==> src/rtl/fsub_pipe_if.sv <==
// fsub_pipe_if: operand/result handshake bundle for fsub_pipe.
// master drives operands and out_ready; slave (the subtractor) drives in_ready/out_valid/y.
interface fsub_pipe_if;
  logic        in_valid;
  logic        in_ready;
  logic [31:0] x1;
  logic [31:0] x2;
  logic        out_valid;
  logic        out_ready;
  logic [31:0] y;

  modport master (
    output in_valid, x1, x2, out_ready,
    input  in_ready, out_valid, y
  );

  modport slave (
    input  in_valid, x1, x2, out_ready,
    output in_ready, out_valid, y
  );
endinterface

==> src/rtl/fsub_pipe.sv <==
// fsub_pipe: two-stage single-precision subtractor y = x1 - x2 with valid/ready
// on both sides and full backpressure. Two guard bits, no sticky, denormals as zero.
// Optional NaN/Inf handling is enabled by defining FSUB_PIPE_SPECIAL_EN.
module fsub_pipe (
  input  logic        clk,
  input  logic        rst,
  fsub_pipe_if.slave  bus
);
  // pipeline control
  logic        r_s1_valid;
  logic        r_out_valid;
  logic [31:0] r_y;
  logic        w_adv2;
  logic        w_adv1;

  assign w_adv2        = !r_out_valid || bus.out_ready;
  assign w_adv1        = w_adv2;
  assign bus.in_ready  = !r_s1_valid || w_adv1;
  assign bus.out_valid = r_out_valid;
  assign bus.y         = r_y;

  // stage 1: negate subtrahend, order by magnitude, align the smaller mantissa
  logic [31:0] w_x2n;
  logic        w_x1_gt;
  logic [31:0] w_big;
  logic [31:0] w_small;
  logic [7:0]  w_ediff;
  logic [26:0] w_mia;
  logic        w_sub;
  logic        w_pass;

  assign w_x2n   = {~bus.x2[31], bus.x2[30:0]};
  assign w_x1_gt = bus.x1[30:0] > bus.x2[30:0];
  assign w_big   = w_x1_gt ? bus.x1 : w_x2n;
  assign w_small = w_x1_gt ? w_x2n  : bus.x1;
  assign w_ediff = w_big[30:23] - w_small[30:23];
  assign w_mia   = {2'b01, w_small[22:0], 2'b00} >> w_ediff[4:0];
  assign w_sub   = bus.x1[31] ^ w_x2n[31];
  assign w_pass  = (w_small[30:23] == 8'd0) || (w_ediff >= 8'd32);

  logic        r_ssup;
  logic [7:0]  r_esup;
  logic [22:0] r_msup;
  logic [26:0] r_mia;
  logic        r_sub;
  logic        r_pass;

`ifdef FSUB_PIPE_SPECIAL_EN
  logic        w_nan1, w_nan2, w_inf1, w_inf2;
  logic        w_spec;
  logic [31:0] w_spec_val;
  logic        r_spec;
  logic [31:0] r_spec_val;

  assign w_nan1 = (bus.x1[30:23] == 8'hFF) && (bus.x1[22:0] != 23'd0);
  assign w_nan2 = (bus.x2[30:23] == 8'hFF) && (bus.x2[22:0] != 23'd0);
  assign w_inf1 = (bus.x1[30:23] == 8'hFF) && (bus.x1[22:0] == 23'd0);
  assign w_inf2 = (bus.x2[30:23] == 8'hFF) && (bus.x2[22:0] == 23'd0);

  // classify NaN/Inf operands; these results bypass the arithmetic path
  always_comb begin
    w_spec     = 1'b0;
    w_spec_val = '0;
    if (w_nan1 || w_nan2) begin
      w_spec     = 1'b1;
      w_spec_val = 32'h7FC00000;
    end else if (w_inf1 && w_inf2 && (bus.x1[31] == bus.x2[31])) begin
      w_spec     = 1'b1;
      w_spec_val = 32'h7FC00000;
    end else if (w_inf1) begin
      w_spec     = 1'b1;
      w_spec_val = bus.x1;
    end else if (w_inf2) begin
      w_spec     = 1'b1;
      w_spec_val = w_x2n;
    end
  end

  // stage 1 special-case register
  always_ff @(posedge clk or posedge rst) begin
    if (rst) begin
      r_spec     <= 1'b0;
      r_spec_val <= '0;
    end else if (bus.in_valid && bus.in_ready) begin
      r_spec     <= w_spec;
      r_spec_val <= w_spec_val;
    end
  end
`endif

  // stage 1 register: loads on an input transfer, empties when its data moves on
  always_ff @(posedge clk or posedge rst) begin
    if (rst) begin
      r_s1_valid <= 1'b0;
      r_ssup     <= 1'b0;
      r_esup     <= '0;
      r_msup     <= '0;
      r_mia      <= '0;
      r_sub      <= 1'b0;
      r_pass     <= 1'b0;
    end else if (bus.in_ready) begin
      r_s1_valid <= bus.in_valid;
      if (bus.in_valid) begin
        r_ssup <= w_big[31];
        r_esup <= w_big[30:23];
        r_msup <= w_big[22:0];
        r_mia  <= w_mia;
        r_sub  <= w_sub;
        r_pass <= w_pass;
      end
    end
  end

  // stage 2: add/subtract, normalize, round half-up on the guard bit
  logic [26:0] w_calc;
  logic [4:0]  w_lz;
  logic [26:0] w_shift;
  logic        w_round;
  logic [22:0] w_man;
  logic [8:0]  w_ey;
  logic [31:0] w_y;
  logic        w_unused;

  assign w_calc  = r_sub ? ({2'b01, r_msup, 2'b00} - r_mia)
                         : ({2'b01, r_msup, 2'b00} + r_mia);
  assign w_shift = w_calc << w_lz;
  assign w_round = &w_shift[25:2];
  assign w_man   = w_shift[25:3] + {22'd0, w_shift[2]};
  assign w_ey    = {1'b0, r_esup} - {4'd0, w_lz} + 9'd1 + {8'd0, w_round};
  assign w_unused = ^{w_shift[26], w_shift[1:0], w_small[31]};

  // leading-zero count of the 27-bit sum (27 when the sum is zero)
  always_comb begin
    w_lz = 5'd27;
    for (int unsigned i = 0; i < 27; i++) begin
      if (w_calc[i]) w_lz = 5'(26 - i);
    end
  end

  // result selection including pass-through and zero/underflow/overflow cases
  always_comb begin
    w_y = '0;
    if (r_pass)
      w_y = {r_ssup, r_esup, r_msup};
    else if (w_calc == 27'd0)
      w_y = 32'h00000000;
    else if (w_ey[8])
      w_y = {r_ssup, 31'd0};
    else if (w_ey[7:0] == 8'hFF)
      w_y = {r_ssup, 8'hFF, 23'd0};
    else
      w_y = {r_ssup, w_ey[7:0], w_man};
`ifdef FSUB_PIPE_SPECIAL_EN
    if (r_spec) w_y = r_spec_val;
`endif
  end

  // stage 2 output register: y only changes when a new result moves in
  always_ff @(posedge clk or posedge rst) begin
    if (rst) begin
      r_out_valid <= 1'b0;
      r_y         <= '0;
    end else if (w_adv2) begin
      r_out_valid <= r_s1_valid;
      if (r_s1_valid) r_y <= w_y;
    end
  end
endmodule

==> src/flat_wrapper.sv <==
// flat-port wrapper written by rule: the top's interface ports become plain ports
module fsub_pipe_flat 
  (clk, rst, bus_in_valid, bus_x1, bus_x2, bus_out_ready, bus_in_ready, bus_out_valid, bus_y);
  fsub_pipe_if bus_i ();
  input  logic clk;
  input  logic rst;
  input wire logic [$bits(bus_i.in_valid)-1:0] bus_in_valid;
  input wire logic [$bits(bus_i.x1)-1:0] bus_x1;
  input wire logic [$bits(bus_i.x2)-1:0] bus_x2;
  input wire logic [$bits(bus_i.out_ready)-1:0] bus_out_ready;
  output wire logic [$bits(bus_i.in_ready)-1:0] bus_in_ready;
  output wire logic [$bits(bus_i.out_valid)-1:0] bus_out_valid;
  output wire logic [$bits(bus_i.y)-1:0] bus_y;
  assign bus_i.in_valid = bus_in_valid;
  assign bus_i.x1 = bus_x1;
  assign bus_i.x2 = bus_x2;
  assign bus_i.out_ready = bus_out_ready;
  assign bus_in_ready = bus_i.in_ready;
  assign bus_out_valid = bus_i.out_valid;
  assign bus_y = bus_i.y;
  fsub_pipe u_core (.clk(clk), .rst(rst), .bus(bus_i));
endmodule
==> config.mk <==
export PLATFORM = sky130hd
export DESIGN_NAME = fsub_pipe_flat
export DESIGN_NICKNAME = d
export VERILOG_FILES = /design/src/rtl/fsub_pipe_if.sv /design/src/rtl/fsub_pipe.sv /design/src/flat_wrapper.sv
export SDC_FILE = /design/constraint.sdc
export NUM_CORES = 1
export LEC_CHECK = 0
export BUFFER_PORTS_ARGS = -buffer_cell sky130_fd_sc_hd__buf_2
export CAP_MARGIN = 5
export CORE_MARGIN = 5
export CORE_UTILIZATION = 50
export CTS_CLUSTER_SIZE = 40
export DETAILED_ROUTE_END_ITERATION = 10
export PLACE_DENSITY = 0.69
export SYNTH_ARGS = -nofsm -noshare
export SYNTH_HDL_FRONTEND = slang
export SYNTH_SLANG_ARGS = --single-unit
==> constraint.sdc <==
create_clock -name clk -period 10.6 [get_ports clk]
set_clock_uncertainty 0.2 [all_clocks]
set_input_delay 1.06 -clock clk [delete_from_list [all_inputs] [get_ports clk]]
set_output_delay 1.06 -clock clk [all_outputs]
set_load 0.005 [all_outputs]
Word level (Yosys, flattened, before mapping)
Index checks and enable logic that the tools add are counted.
Operators by class
  $add $sub $neg: 7
  order comparisons: 2
  equal/unequal tests: 1
  shift operators: 2
  multiplexer cells: 34
  bitwise operators: 2
  reduce and logical (&&, ||, !) cells: 10
Operators with widths (count)
  $mux W32: 3
  $mux W31: 3
  $mux W5: 16
  $mux W4: 8
  $gt A31 B31 Y1: 1
  $add A26 B27 Y27: 1
  $logic_not A27 Y1: 1
  $mux W27: 1
  $shl A27 B5 Y26: 1
  $shr A26 B5 Y27: 1
  $sub A26 B27 Y27: 1
  $reduce_and A24 Y1: 1
  $add A23 B1 Y23: 1
  $add A9 B1 Y9: 1
  $add A9 B1 Y9 const B: 1
  $sub A8 B5 Y9: 1
  $eq A8 B8 Y1 const B: 1
  $ge A8 B6 Y1 const B: 1
  $logic_not A8 Y1: 1
  $sub A8 B8 Y8: 1
  $mux W2: 2
  $reduce_and A2 Y1: 2
  $logic_or A1 B1 Y1: 3
  $logic_not A1 Y1: 2
  other kinds (3): 3
Storage, ports and cells
  register bits after elaboration: 95
  input bits: 68
  output and inout bits: 34
  logic and storage cells: 67

Logic depth before layout (Yosys ltp)
  depth in word-level cells: 37
  gate-level depth with buffers: 41
  mapped depth without buffers: 38

Least setup slack after synthesis
Ideal clock, no wire load.
  kind: register to register
  from: register u_core.r_msup[0]
  to: register u_core.r_y[11] (netlist: u_core.bus.y[11])
  setup time: 83 ps
  arrival time: 7545 ps
  data required time: 10317 ps
  slack: 2772 ps
  cell stages (with the launch flop): 38
  path buffers: 3
  path through: dfrtp_1 > ha_1 > fa_1 > nor2b_1 > o311ai_2 > a21oi_1 > o31ai_1 > xor2_1 > a21oi_1 > a211oi_1 > o31a_1 > o2111a_1 > buf_4 > o21ai_4 > inv_2 > mux2i_4 > mux4_2 > a32oi_2 > [2 not listed] > buf_4 > nand3b_2 > nor3b_1 > fa_1 > ha_1 > a21o_1 > a21oi_1 > o21bai_1 > a21oi_1 > o21bai_1 > a21oi_1 > xnor2_1 > nor2_1 > nand2_1 > a31oi_1 > nand2_1 > clkbuf_1 > o22ai_1
On the way
  word-level cells in the longest chain between the ends: 35
RTL lines
  start, declared: RTL line fsub_pipe.sv:43  | logic [22:0] r_msup;
  start signal, assigned: RTL line fsub_pipe.sv:106  | r_msup <= w_big[22:0];
  $add A26 B27 Y27 or $sub A26 B27 Y27 (tied branches): RTL line fsub_pipe.sv:125, fsub_pipe.sv:124
  $mux W27 *: RTL line fsub_pipe.sv:124  | assign w_calc = r_sub ? ({2'b01, r_msup, 2'b00} - r_mia)
  $mux W2: RTL line fsub_pipe.sv:136  | if (w_calc[i]) w_lz = 5'(26 - i);
  $mux W4 (8 in a row): RTL line fsub_pipe.sv:136
  $mux W5 (16 in a row): RTL line fsub_pipe.sv:136
  $sub A8 B5 Y9 or $shl A27 B5 Y26 (tied branches): RTL line fsub_pipe.sv:129, fsub_pipe.sv:126
  $add A9 B1 Y9 or $reduce_and A24 Y1 (tied branches): RTL line fsub_pipe.sv:129, fsub_pipe.sv:127
  $add A9 B1 Y9: RTL line fsub_pipe.sv:129  | assign w_ey = {1'b0, r_esup} - {4'd0, w_lz} + 9'd1 + {8'd0, w_round};
  $eq A8 B8 Y1: RTL line fsub_pipe.sv:149  | else if (w_ey[7:0] == 8'hFF)
  $mux W31: RTL line fsub_pipe.sv:149
  $mux W31: RTL line fsub_pipe.sv:147  | else if (w_ey[8])
  $mux W32 *: RTL line fsub_pipe.sv:145  | else if (w_calc == 27'd0)
  $mux W32 *: RTL line fsub_pipe.sv:143  | if (r_pass)
  end signal, assigned: RTL line fsub_pipe.sv:165  | if (r_s1_valid) r_y <= w_y;
  end, declared: RTL line fsub_pipe.sv:12  | logic [31:0] r_y;
Mark *: on every way between the ends. The rest lies on a longest branch, timed or not.
A chain may end at the register's enable or synchronous reset.

Worst setup path after layout
  from: register u_core.r_msup[0]
  to: register u_core.r_y[3] (netlist: u_core.bus.y[3])
The elaborated chain is that of the path after synthesis.

==> results by group <==
Status
  • Status: complete, no violations

Layout
  • Syn-to-layout area delta: 7.67%
  • Fillers: 2348
  • Diode count: 0
  • Layout cells sized above 1: 0.124
  • Commonest non-fill, non-tap cells in the layout: nor2_1 (159), a21oi_1 (127), nand2_1 (115)
  • Final core occ: 0.549
  • Nets: 1809
  • Most common cell after layout, fill and taps aside: nor2_1

STA
  • Relative slew slack: 0.327
  • Tmin final: slightly below 10 ns
  • Hold Vio Cnt, Final: 0
  • Final Setup Violations: 0
  • Worst Tran Pin Value: 1.01 ns
  • Max-slew violations: 0
  • TNS Setup: 0 ns
  • Unrepaired setup endpoints after global routing: false
  • F_max: 101 MHz
  • Fin crit share: 0.933

Drt
  • Via count: approximately 13000
  • Vias per cell: 6.57
  • Detailed Route WL: 45.0 mm
  • Antenna viol nets, final: 0
  • 1st-iter DRT viols: 1621
  • DRC errors left: 0
  • DR pass1 iterations: 6
  • Wire per inst: approximately 23 microns

Floorplan
  • Chip height: 168 microns
  • I/O pin total: around 100
  • Die area: 28100 sq um
  • Die Width: around 170 microns
  • FP Rows: 57
  • Initial Utilization: 0.510
  • Core area: 24400 sq um

Logic synthesis
  • Top_reg_cell synth: dfrtp_1
  • Synth area leaders: dfrtp_1 (19%), ha_1 (9.3%), mux2i_1 (9.2%)
  • Synth warn: 0
  • Net count after synthesis: about 1800
  • EDFF count, synth: 0
  • Ys async rst share: 1.00
  • Cells after Synth: ~1600
  • Yosys cell types: 108
  • Mean post-synth cell area: 7.74 sq um
  • Cell taking the most area after synthesis: dfrtp_1
  • Post-synthesis register bit count: 94
  • Synth top area share: 0.189
  • Post-Syn Area: 12400 sq um
  • Sequential share of the synthesized area: 0.189

CTS
  • CTS Buffer Depth: 2
  • Number of buffers created by CTS: 9
  • Worst-skew pair later-pin latency: about 0.35 ns
  • Clock slew at reported path FFs: about 0.07 ns
  • Hold Buf Count CTS: 0
  • CTS tree: done
  • Resized cells post-CTS: 0
  • # clock sinks: 94
  • Root buffer cell: clkbuf_16
  • Postcts setup bufs: 0
  • H-tree depth: 3

Placement
  • IO buf count: 101
  • Hpwl dp: 35.9 mm
  • Final RePlAce weighted congestion: ~1.0

Worst setup path
  • R2r setup slk: 0.71 ns
  • Crit path required time: ~11 ns
  • Maximum fanout along the worst path: 22
  • Crit path largest cell delay: 0.75 ns
  • Worst setup SP type: register
  • FF-to-FF Start: u_core.r_msup[0]$_DFFE_PP0P_
  • RR Endpoint: u_core.bus.y[3]$_DFFE_PP0P_
  • Critical path's slowest cell: o2111a_1
  • CP endpoint kind: register
  • Worst setup path startpoint: u_core.r_msup[0]$_DFFE_PP0P_
  • WP data arrival: 9.92 ns
  • Crit Path Class: register to register
  • R2r worst-path depth: 33
  • Setup crit end: u_core.bus.y[3]$_DFFE_PP0P_

Global routing
  • Tot GR Track Use: 0.306
  • Antenna violations before repair: 0
  • Remaining Overflow, GRT: 0
  • Maximum number of pins on one net before global-route repair: 96
  • Global-route wire length before repair: 69.7 mm
  • Number of global-route vias before repair: 12300

Power and ir drop
  • Pwr dens: 325 nW/um^2
  • Worst VDD drop: 121 uV
  • Leak Pwr: 5.88 nW

Run
  • Max-Cap Viols: 0

Worst hold path
  • Worst min path class: register to register
-- metrics by stage --
step	instance area [sq um]	hold slack, ns	instances	worst slack, ns	power [W]
2_1_floorplan	12400	0.244	1609	2.77	0.00292
3_3_place_gp	13100	0.259	1958	0.899	0.00390
3_5_place_dp	13100	0.265	1958	1.01	0.00387
4_1_cts	13400	0.284	1974	0.954	0.00421
5_1_grt	13400	0.305	1974	0.195	0.00459
6_report	13400	0.283	1974	0.711	0.00435
-- logic make-up after synthesis --
logic type	share of synthesized area
xor gates and xnor gates	0.0399
and+or+nand+nor	0.200
buffers and inverters	0.0671
DFF	0.189
adders and majority gates	0.0983
muxes	0.0998
AOI/OAI and AO/OA	0.306
-- cells in the mapped netlist (9+ instances only) --
| library cell | n |
|---|---|
| nor2_1 | 159 |
| a21oi_1 | 127 |
| nand2_1 | 116 |
| mux2i_1 | 114 |
| inv_1 | 99 |
| dfrtp_1 | 94 |
| ha_1 | 93 |
| o21ai_0 | 90 |
| clkbuf_1 | 56 |
| a211oi_1 | 44 |
| xnor2_1 | 42 |
| nand3_1 | 36 |
| o211ai_1 | 33 |
| o22ai_1 | 30 |
| a21o_1 | 28 |
| nor3_1 | 24 |
| a31oi_1 | 23 |
| buf_2 | 22 |
| nand2b_1 | 22 |
| a221oi_1 | 20 |
| and2_1 | 19 |
| nand4_1 | 19 |
| nor2b_1 | 17 |
| and3_1 | 16 |
| nor4_1 | 16 |
| o21a_1 | 12 |
| o31ai_1 | 11 |
| or3_1 | 11 |
| xor2_1 | 11 |
| a22oi_1 | 10 |
| buf_1 | 9 |
| o21ai_1 | 9 |
-- state kept, by name (all words and copies together), names as in the netlist --
| register | cells |
|---|---|
| u_core.r_msup | 23 |
| u_core.r_mia | 26 |
| u_core.r_esup | 8 |
| u_core.bus.y | 32 |
| u_core.r_pass | 1 |
| u_core.bus.out_valid | 1 |
| u_core.r_s1_valid | 1 |
| u_core.r_ssup | 1 |
| u_core.r_sub | 1 |
-- how the worst min path moves through the flow --
stage | startpoint | end | slack [ns] | depth (start not counted)
final | u_core.r_ssup$_DFFE_PP0P_ | u_core.r_ssup$_DFFE_PP0P_ | 0.28 | 2
after CTS | u_core.r_ssup$_DFFE_PP0P_ | u_core.r_ssup$_DFFE_PP0P_ | 0.28 | 2
after global routing | u_core.r_ssup$_DFFE_PP0P_ | u_core.r_ssup$_DFFE_PP0P_ | 0.30 | 2
after detailed placement | u_core.r_ssup$_DFFE_PP0P_ | u_core.r_ssup$_DFFE_PP0P_ | 0.27 | 2
after floorplan | u_core.r_ssup$_DFFE_PP0P_ | u_core.r_ssup$_DFFE_PP0P_ | 0.24 | 2
after global placement | u_core.r_ssup$_DFFE_PP0P_ | u_core.r_ssup$_DFFE_PP0P_ | 0.26 | 2
-- worst max-delay path, delay by kind of cell, from the launching register on --
family / cells / cell delay [ns]
flops: 1 / 0.44
xor+xnor: 2 / 0.69
buf+inv: 4 / 0.82
compound gates: 14 / 4.07
simple gates: 7 / 1.54
fa+ha+maj: 5 / 1.48
mux: 1 / 0.54
-- layout make-up --
class                           instances  area, sq um  share of cell area
Clock buffer                            9          225              0.0168
Inverter                              105          397              0.0296
Tap cell                              324          405              0.0303
Timing Repair Buffer                  122          663              0.0495
Multi-Input combinational cell       1313         9290               0.693
Clock inverter                          7         66.3             0.00495
Sequential cell                        94         2350               0.176
-- power breakdown --
part           total, W  internal (W)  switching (W)  leakage (nW)
clock          0.000322      0.000165       0.000157         0.141
combinational   0.00347       0.00118        0.00228          4.60
sequential     0.000562      0.000456       0.000106          1.14
total           0.00435       0.00180        0.00255          5.88
-- metal layers --
metal,GRT usage,share of wire
met2,0.505,0.46
met1,0.404,0.41
met4,0.131,0.050
met3,0.0408,0.081
met5,0,0
(Power assumes the default switching activity.)
